===== config.mk =====
export PLATFORM = sky130hd
export DESIGN_NAME = seg7_scan_mux
export DESIGN_NICKNAME = d
export VERILOG_FILES = /design/src/rtl/seg7_pkg.sv /design/src/rtl/seg7_decode.sv /design/src/rtl/seg7_scan_mux.sv
export SDC_FILE = /design/constraint.sdc
export NUM_CORES = 1
export LEC_CHECK = 0
export CORE_UTILIZATION = 25
export CTS_CLUSTER_DIAMETER = 200
export DETAILED_ROUTE_END_ITERATION = 16
export PLACE_DENSITY = 0.42
export SLEW_MARGIN = 20
export SYNTH_ARGS = -nofsm -noshare
export SYNTH_HDL_FRONTEND = slang
export SYNTH_SLANG_ARGS = --single-unit

===== constraint.sdc =====
create_clock -name clk -period 5.2 [get_ports clk]
set_input_delay 1.04 -clock clk [delete_from_list [all_inputs] [get_ports clk]]
set_output_delay 1.04 -clock clk [all_outputs]
set_load 0.03 [all_outputs]

===== src/rtl/seg7_pkg.sv =====
// ----------------------------------------------------------------------------
// seg7_pkg
// Shared constants and types for the multiplexed 7-segment display path.
//   SEG_BLANK    : segment pattern for an unlit digit (segments are active-low)
//   DP_OFF       : decimal-point level for an unlit point (active-low)
//   scan_state_t : scanner control states (IDLE, SCAN)
// ----------------------------------------------------------------------------
package seg7_pkg;

    localparam logic [6:0] SEG_BLANK = 7'h7F;
    localparam logic       DP_OFF    = 1'b1;

    typedef enum logic {
        IDLE = 1'b0,
        SCAN = 1'b1
    } scan_state_t;

endpackage : seg7_pkg


===== src/rtl/seg7_decode.sv =====
// ----------------------------------------------------------------------------
// seg7_decode
// Hex nibble to 7-segment pattern, active-low.
// Bit order of seg is {g, f, e, d, c, b, a}.
// Ports:
//   nibble : in  4  hex value 0..F
//   seg    : out 7  segment drive, 0 = segment lit
// ----------------------------------------------------------------------------
module seg7_decode
    import seg7_pkg::*;
(
    input  logic [3:0] nibble,
    output logic [6:0] seg
);

    always_comb begin
        seg = SEG_BLANK;
        case (nibble)
            4'h0: seg = 7'h40;
            4'h1: seg = 7'h79;
            4'h2: seg = 7'h24;
            4'h3: seg = 7'h30;
            4'h4: seg = 7'h19;
            4'h5: seg = 7'h12;
            4'h6: seg = 7'h02;
            4'h7: seg = 7'h78;
            4'h8: seg = 7'h00;
            4'h9: seg = 7'h10;
            4'hA: seg = 7'h08;
            4'hB: seg = 7'h03;
            4'hC: seg = 7'h46;
            4'hD: seg = 7'h21;
            4'hE: seg = 7'h06;
            4'hF: seg = 7'h0E;
            default: seg = SEG_BLANK;
        endcase
    end

endmodule : seg7_decode


===== src/rtl/seg7_scan_mux.sv =====
// ----------------------------------------------------------------------------
// seg7_scan_mux
// N-digit multiplexed 7-segment scanner with refresh prescaler, registered
// outputs, one dead (all-dark) cycle at the start of each digit slot, per-digit
// decimal-point / blanking masks and frame-coherent input snapshots.
//
// Optional build macro: SEG7_SCAN_MUX_LZB_EN
//   defined   -> leading-zero blanking (computed once per frame at snapshot)
//   undefined -> every nibble is displayed, including leading zeros
//
// Ports:
//   clk        : in  1             system clock
//   reset_n    : in  1             asynchronous active-low reset
//   enable     : in  1             scan enable, low forces idle/dark
//   digitals   : in  4*NUM_DIGITS  hex nibbles, digit 0 in bits [3:0]
//   dp_mask    : in  NUM_DIGITS    1 = light decimal point of digit i
//   blank_mask : in  NUM_DIGITS    1 = digit i fully dark
//   oSEG       : out 7             segments, active-low
//   oSEGDP     : out 1             decimal point, active-low
//   oCOM       : out NUM_DIGITS    digit commons, one-hot, active-high
//   frame_tick : out 1             one-cycle pulse at the start of each frame
// ----------------------------------------------------------------------------
module seg7_scan_mux
    import seg7_pkg::*;
#(
    parameter  int NUM_DIGITS  = 4,
    parameter  int REFRESH_DIV = 1000,
    localparam int CNT_W       = $clog2(REFRESH_DIV),
    localparam int IDX_W       = $clog2(NUM_DIGITS)
) (
    input  logic                    clk,
    input  logic                    reset_n,
    input  logic                    enable,
    input  logic [4*NUM_DIGITS-1:0] digitals,
    input  logic [NUM_DIGITS-1:0]   dp_mask,
    input  logic [NUM_DIGITS-1:0]   blank_mask,
    output logic [6:0]              oSEG,
    output logic                    oSEGDP,
    output logic [NUM_DIGITS-1:0]   oCOM,
    output logic                    frame_tick
);

    localparam logic [CNT_W-1:0] CNT_LAST = CNT_W'(REFRESH_DIV - 1);
    localparam logic [IDX_W-1:0] IDX_LAST = IDX_W'(NUM_DIGITS - 1);

    scan_state_t             state_reg, state_next;
    logic [CNT_W-1:0]        cnt_reg, cnt_next;
    logic [IDX_W-1:0]        idx_reg, idx_next;
    logic                    snap_en;

    logic [4*NUM_DIGITS-1:0] snap_dig_reg;
    logic [NUM_DIGITS-1:0]   snap_dp_reg;
    logic [NUM_DIGITS-1:0]   snap_blank_reg;

    logic [6:0]              seg_reg, seg_next;
    logic                    dp_reg, dp_next;
    logic [NUM_DIGITS-1:0]   com_reg, com_next;
    logic                    frame_tick_reg;

    logic [3:0]              nib_arr [NUM_DIGITS];
    logic [3:0]              cur_nibble;
    logic [6:0]              dec_seg;
    logic                    blank_eff;
    logic                    lit;

    // ------------------------------------------------------------------
    // Control FSM and counters
    // ------------------------------------------------------------------
    always_ff @(posedge clk or negedge reset_n) begin
        if (!reset_n) begin
            state_reg <= IDLE;
            cnt_reg   <= '0;
            idx_reg   <= '0;
        end else begin
            state_reg <= state_next;
            cnt_reg   <= cnt_next;
            idx_reg   <= idx_next;
        end
    end

    always_comb begin
        state_next = state_reg;
        cnt_next   = cnt_reg;
        idx_next   = idx_reg;
        snap_en    = 1'b0;
        case (state_reg)
            IDLE: begin
                cnt_next = '0;
                idx_next = '0;
                if (enable) begin
                    state_next = SCAN;
                end
            end
            SCAN: begin
                if (!enable) begin
                    state_next = IDLE;
                    cnt_next   = '0;
                    idx_next   = '0;
                end else begin
                    // First cycle of digit 0 is the frame boundary.
                    snap_en = (cnt_reg == '0) && (idx_reg == '0);
                    if (cnt_reg == CNT_LAST) begin
                        cnt_next = '0;
                        idx_next = (idx_reg == IDX_LAST) ? '0 : idx_reg + IDX_W'(1);
                    end else begin
                        cnt_next = cnt_reg + CNT_W'(1);
                    end
                end
            end
            default: begin
                state_next = IDLE;
                cnt_next   = '0;
                idx_next   = '0;
            end
        endcase
    end

    // ------------------------------------------------------------------
    // Frame snapshot: inputs are sampled once per frame so a producer
    // updating mid-frame never shows a torn value.
    // ------------------------------------------------------------------
    always_ff @(posedge clk or negedge reset_n) begin
        if (!reset_n) begin
            snap_dig_reg   <= '0;
            snap_dp_reg    <= '0;
            snap_blank_reg <= '0;
            frame_tick_reg <= 1'b0;
        end else begin
            frame_tick_reg <= snap_en;
            if (snap_en) begin
                snap_dig_reg   <= digitals;
                snap_dp_reg    <= dp_mask;
                snap_blank_reg <= blank_mask;
            end
        end
    end

`ifdef SEG7_SCAN_MUX_LZB_EN
    // Leading zeros from the MSB down are suppressed; digit 0 always shows.
    function automatic logic [NUM_DIGITS-1:0] lead_zero_mask(
        input logic [4*NUM_DIGITS-1:0] dig
    );
        logic [NUM_DIGITS-1:0] mask;
        logic                  run;
        mask = '0;
        run  = 1'b1;
        for (int i = NUM_DIGITS - 1; i > 0; i--) begin
            if (run && (dig[4*i +: 4] == 4'h0)) begin
                mask[i] = 1'b1;
            end else begin
                run = 1'b0;
            end
        end
        return mask;
    endfunction

    logic [NUM_DIGITS-1:0] snap_lzb_reg;

    always_ff @(posedge clk or negedge reset_n) begin
        if (!reset_n) begin
            snap_lzb_reg <= '0;
        end else if (snap_en) begin
            snap_lzb_reg <= lead_zero_mask(digitals);
        end
    end

    assign blank_eff = snap_blank_reg[idx_reg] | snap_lzb_reg[idx_reg];
`else
    assign blank_eff = snap_blank_reg[idx_reg];
`endif

    // ------------------------------------------------------------------
    // Digit mux and decode
    // ------------------------------------------------------------------
    genvar gi;
    generate
        for (gi = 0; gi < NUM_DIGITS; gi++) begin : g_nib
            assign nib_arr[gi] = snap_dig_reg[4*gi +: 4];
        end
    endgenerate

    assign cur_nibble = nib_arr[idx_reg];

    seg7_decode u_decode (
        .nibble (cur_nibble),
        .seg    (dec_seg)
    );

    // cnt_reg == 0 is the dead cycle between digits, which guarantees oCOM
    // passes through zero on every digit change. Dropping enable darkens the
    // outputs on the same edge the FSM returns to IDLE.
    assign lit = (state_reg == SCAN) && enable && (cnt_reg != '0);

    always_comb begin
        com_next = '0;
        seg_next = SEG_BLANK;
        dp_next  = DP_OFF;
        if (lit) begin
            com_next = NUM_DIGITS'(1) << idx_reg;
            if (!blank_eff) begin
                seg_next = dec_seg;
                dp_next  = ~snap_dp_reg[idx_reg];
            end
        end
    end

    always_ff @(posedge clk or negedge reset_n) begin
        if (!reset_n) begin
            seg_reg <= SEG_BLANK;
            dp_reg  <= DP_OFF;
            com_reg <= '0;
        end else begin
            seg_reg <= seg_next;
            dp_reg  <= dp_next;
            com_reg <= com_next;
        end
    end

    assign oSEG       = seg_reg;
    assign oSEGDP     = dp_reg;
    assign oCOM       = com_reg;
    assign frame_tick = frame_tick_reg;

endmodule : seg7_scan_mux


==> impl_metrics.py <==
metrics = {
    "run_status": {
        "status": "finished clean",
    },
    "finish": {
        "largest_reg_flops": 16,
        "layout.nets": 279,
        "nFillCells": 1028,
        "ff_latch_area_sq_um": 1260,
        "n_antenna_cell": 0,
        "multi_input_area_sq_um": 1210,
        "drive_gt1_share_pct": 22.8,
        "area_growth_pct": 22.0,
    },
    "worst_setup_path": {
        "worstPathRequired_ns": 5.41,
        "critPathKind": "flop to flop",
        "critical_path_buf_inv_count": 1,
        "crit_slowest_cell": "dfrtp_1",
        "cp_top_family": "flip-flops",
        "endpoint_kind": "flop",
        "worst_setup_path_start_kind": "flop",
        "crit_chain": "mux4_2 > inv_1 > ha_1 > or4b_2 > o311ai_0 > a211o_1 > o211ai_1",
        "cp_max_fo": 16,
        "crit_arrival_ns": 2.83,
        "worst_path_largest_cell_delay_ns": 0.76,
        "ff2ff_setup_slack_ns": 2.58,
    },
    "timing": {
        "worst_pin_slew_ns": 0.653,
        "fin_worst_skew_ns": 0.00405,
        "setup_tns_ns": 0,
        "drv_slew": 0,
        "max_freq_mhz": 381,
        "hold_ws_ns": 0.496,
        "rsz0062_at_grt": "no",
        "fin_ws_ns": 2.58,
        "timing.final.crit_share_pct": 50.4,
        "max-slew-margin-rel_pct": 56.5,
        "hold_violations": 0,
        "setup_viol": 0,
        "fin_crit_ns": 2.62,
    },
    "clock_network": {
        "insertion_delay_ns": 0.30,
        "cts_tree": "done",
        "post_cts_resized": 0,
        "path_clk_slew_ns": 0.09,
        "root_buffer": "clkbuf_8",
        "clock-sinks": 50,
        "postCtsHoldBufs": 0,
        "cts_buffers": 5,
        "cts_setup_buffers": 0,
        "clock_path_buffers": 2,
        "htreeDepth": 2,
    },
    "route": {
        "drtIter0Drc": 57,
        "routed_wl_um": 5180,
        "drtPass1Iterations": 4,
        "drc_errors": 0,
        "ant_nets": 0,
        "viasPerCell": 4.17,
        "routedWlPerCell_um": 13.8,
        "vias": 1558,
    },
    "hold_path": {
        "worstHoldPathType": "flop to flop",
    },
    "placed_design": {
        "dp_slack_ns": 2.28,
        "gp_congestion": 0.743,
        "portBuffers": 39,
        "dp_hpwl_um": 3710,
    },
    "floorplanning": {
        "dieArea_sq_um": 10800,
        "die_width_um": 104,
        "coreArea_sq_um": 9910,
        "boundaryPins": 40,
        "fp.dieH_um": 104,
        "initial_utilization_pct": 26.1,
        "num_rows": 36,
    },
    "grt": {
        "grt_pass1_wl_um": 8470,
        "antenna_found_initial": 0,
        "grt_pass1_vias": 1608,
        "grt.overflow.total": 0,
        "grt_max_degree": 51,
        "grt_usage_pct": 10.1,
    },
    "power": {
        "powerDensity_nw_per_um2": 281,
        "power.total_mw": 0.887,
        "ir_drop_mv": 0.0949,
        "leakage_nw": 1.36,
    },
    "yosys": {
        "netlist_area_sq_um": 2590,
        "syn_area_per_cell_sq_um": 12.9,
        "synth-edff-count": 0,
        "netlist_instances": 201,
        "synth_cell_type_count": 37,
        "syn_nets": 240,
        "yosys_warnings": 0,
        "ys_seq_elements": 50,
        "yosysSeqAreaShare_pct": 48.7,
        "ys_async_sr_fraction_pct": 100,
        "ys.flop_type": "dfrtp_1",
    },
    "flow_run": {
        "maxCapViolations": 0,
    },
}
synth_stat cells (2+ instances only):
library cell  instances  share of area [%]
buf_2                 2               0.39
o211ai_1              6                1.7
ha_1                 12                5.8
xnor2_1               6                2.0
nand3_1               6                1.2
mux2_2                6                2.6
nor3_1                4               0.77
or2_2                 2               0.48
inv_1                12                1.7
dfstp_2               8                8.1
nor4_1                2               0.48
mux4_2                6                5.2
xor2_1                5                1.7
nand4_1               2               0.48
mux2i_1               8                3.1
nor2_1               15                2.2
nand2_1              13                1.9
dfrtp_1              42                 41
buf_12                2                1.5
mux2_4               20                 12
clkbuf_1              2               0.29
and2_1                4               0.97
o221ai_1              2               0.68
power breakdown:
part	total, mW	internal, mW	switching [mW]
clock	0.228	0.0938	0.134
sequential	0.460	0.430	0.0298
combinational	0.199	0.115	0.0841
layout make-up:
class | count | area share, %
Timing Repair Buffer | 40 | 12.4
Tap cell | 133 | 5.27
Multi-Input combinational cell | 131 | 38.3
Clock buffer | 6 | 2.30
Clock inverter | 2 | 0.317
Sequential cell | 50 | 39.9
Inverter | 12 | 1.43
logic make-up (layout without fill, tap and decap cells):
logic type	after synthesis	in the layout	share of synthesized area [%]
adders and majority gates	12	12	5.80
muxes	40	40	22.5
AOI/OAI and AO/OA	13	13	3.72
and+or+nand+nor	55	55	11.0
xor gates and xnor gates	11	11	3.72
buffers and inverters	20	60	4.54
DFF	50	50	48.7
worst register-to-register path, delay by kind of cell (launching register included):
| kind | cells | cell delay (ns) |
|---|---|---|
| fa+ha+maj | 1 | 0.24 |
| simple gates | 1 | 0.61 |
| buf+inv | 1 | 0.12 |
| mux | 1 | 0.43 |
| flops | 1 | 0.76 |
| compound gates | 3 | 0.38 |
worst paths after layout:
path | from | endpoint | cells past startpoint
worst max-delay path | idx_reg[1] | oSEG[0] | 7
worst min-delay path | cnt_reg[0] | cnt_reg[0] | 1
worst max register to register | idx_reg[1] | oSEG[0] | 7
worst min register to register | cnt_reg[0] | cnt_reg[0] | 1
max in group asynchronous | reset_n | snap_dig_reg[14] | 2
min in group asynchronous | reset_n | cnt_reg[0] | 2
stage by stage:
step	cell area, sq um	util (%)	cells
floorplan	2590	-	201
CTS	3160	31.9	374
finish	3160	31.9	374
global route	3160	31.9	374
global placement	3080	31.0	366
detailed placement	3080	31.0	366
layout by cell type, fill, tap and decap left out, types with 4 or more instances in the layout:
cell type / instances
and2_1: 4
clkbuf_8: 5
clkdlybuf4s50_1: 38
dfrtp_1: 42
dfstp_2: 8
ha_1: 12
inv_1: 12
mux2_2: 6
mux2_4: 20
mux2i_1: 8
mux4_2: 6
nand2_1: 13
nand3_1: 6
nor2_1: 15
nor3_1: 4
o211ai_1: 6
xnor2_1: 6
xor2_1: 5
layer usage:
metal / part of all wire (%) / vias to the layer above / track usage (%)
met5: 0 / - / 0
met4: 1.9 / 0 / 4.29
met3: 3.2 / 7 / 2.01
met2: 43 / 28 / 14.6
met1: 52 / 750 / 14.6
li1: - / 773 / -
Note: power is estimated with default switching activity, not from simulation.
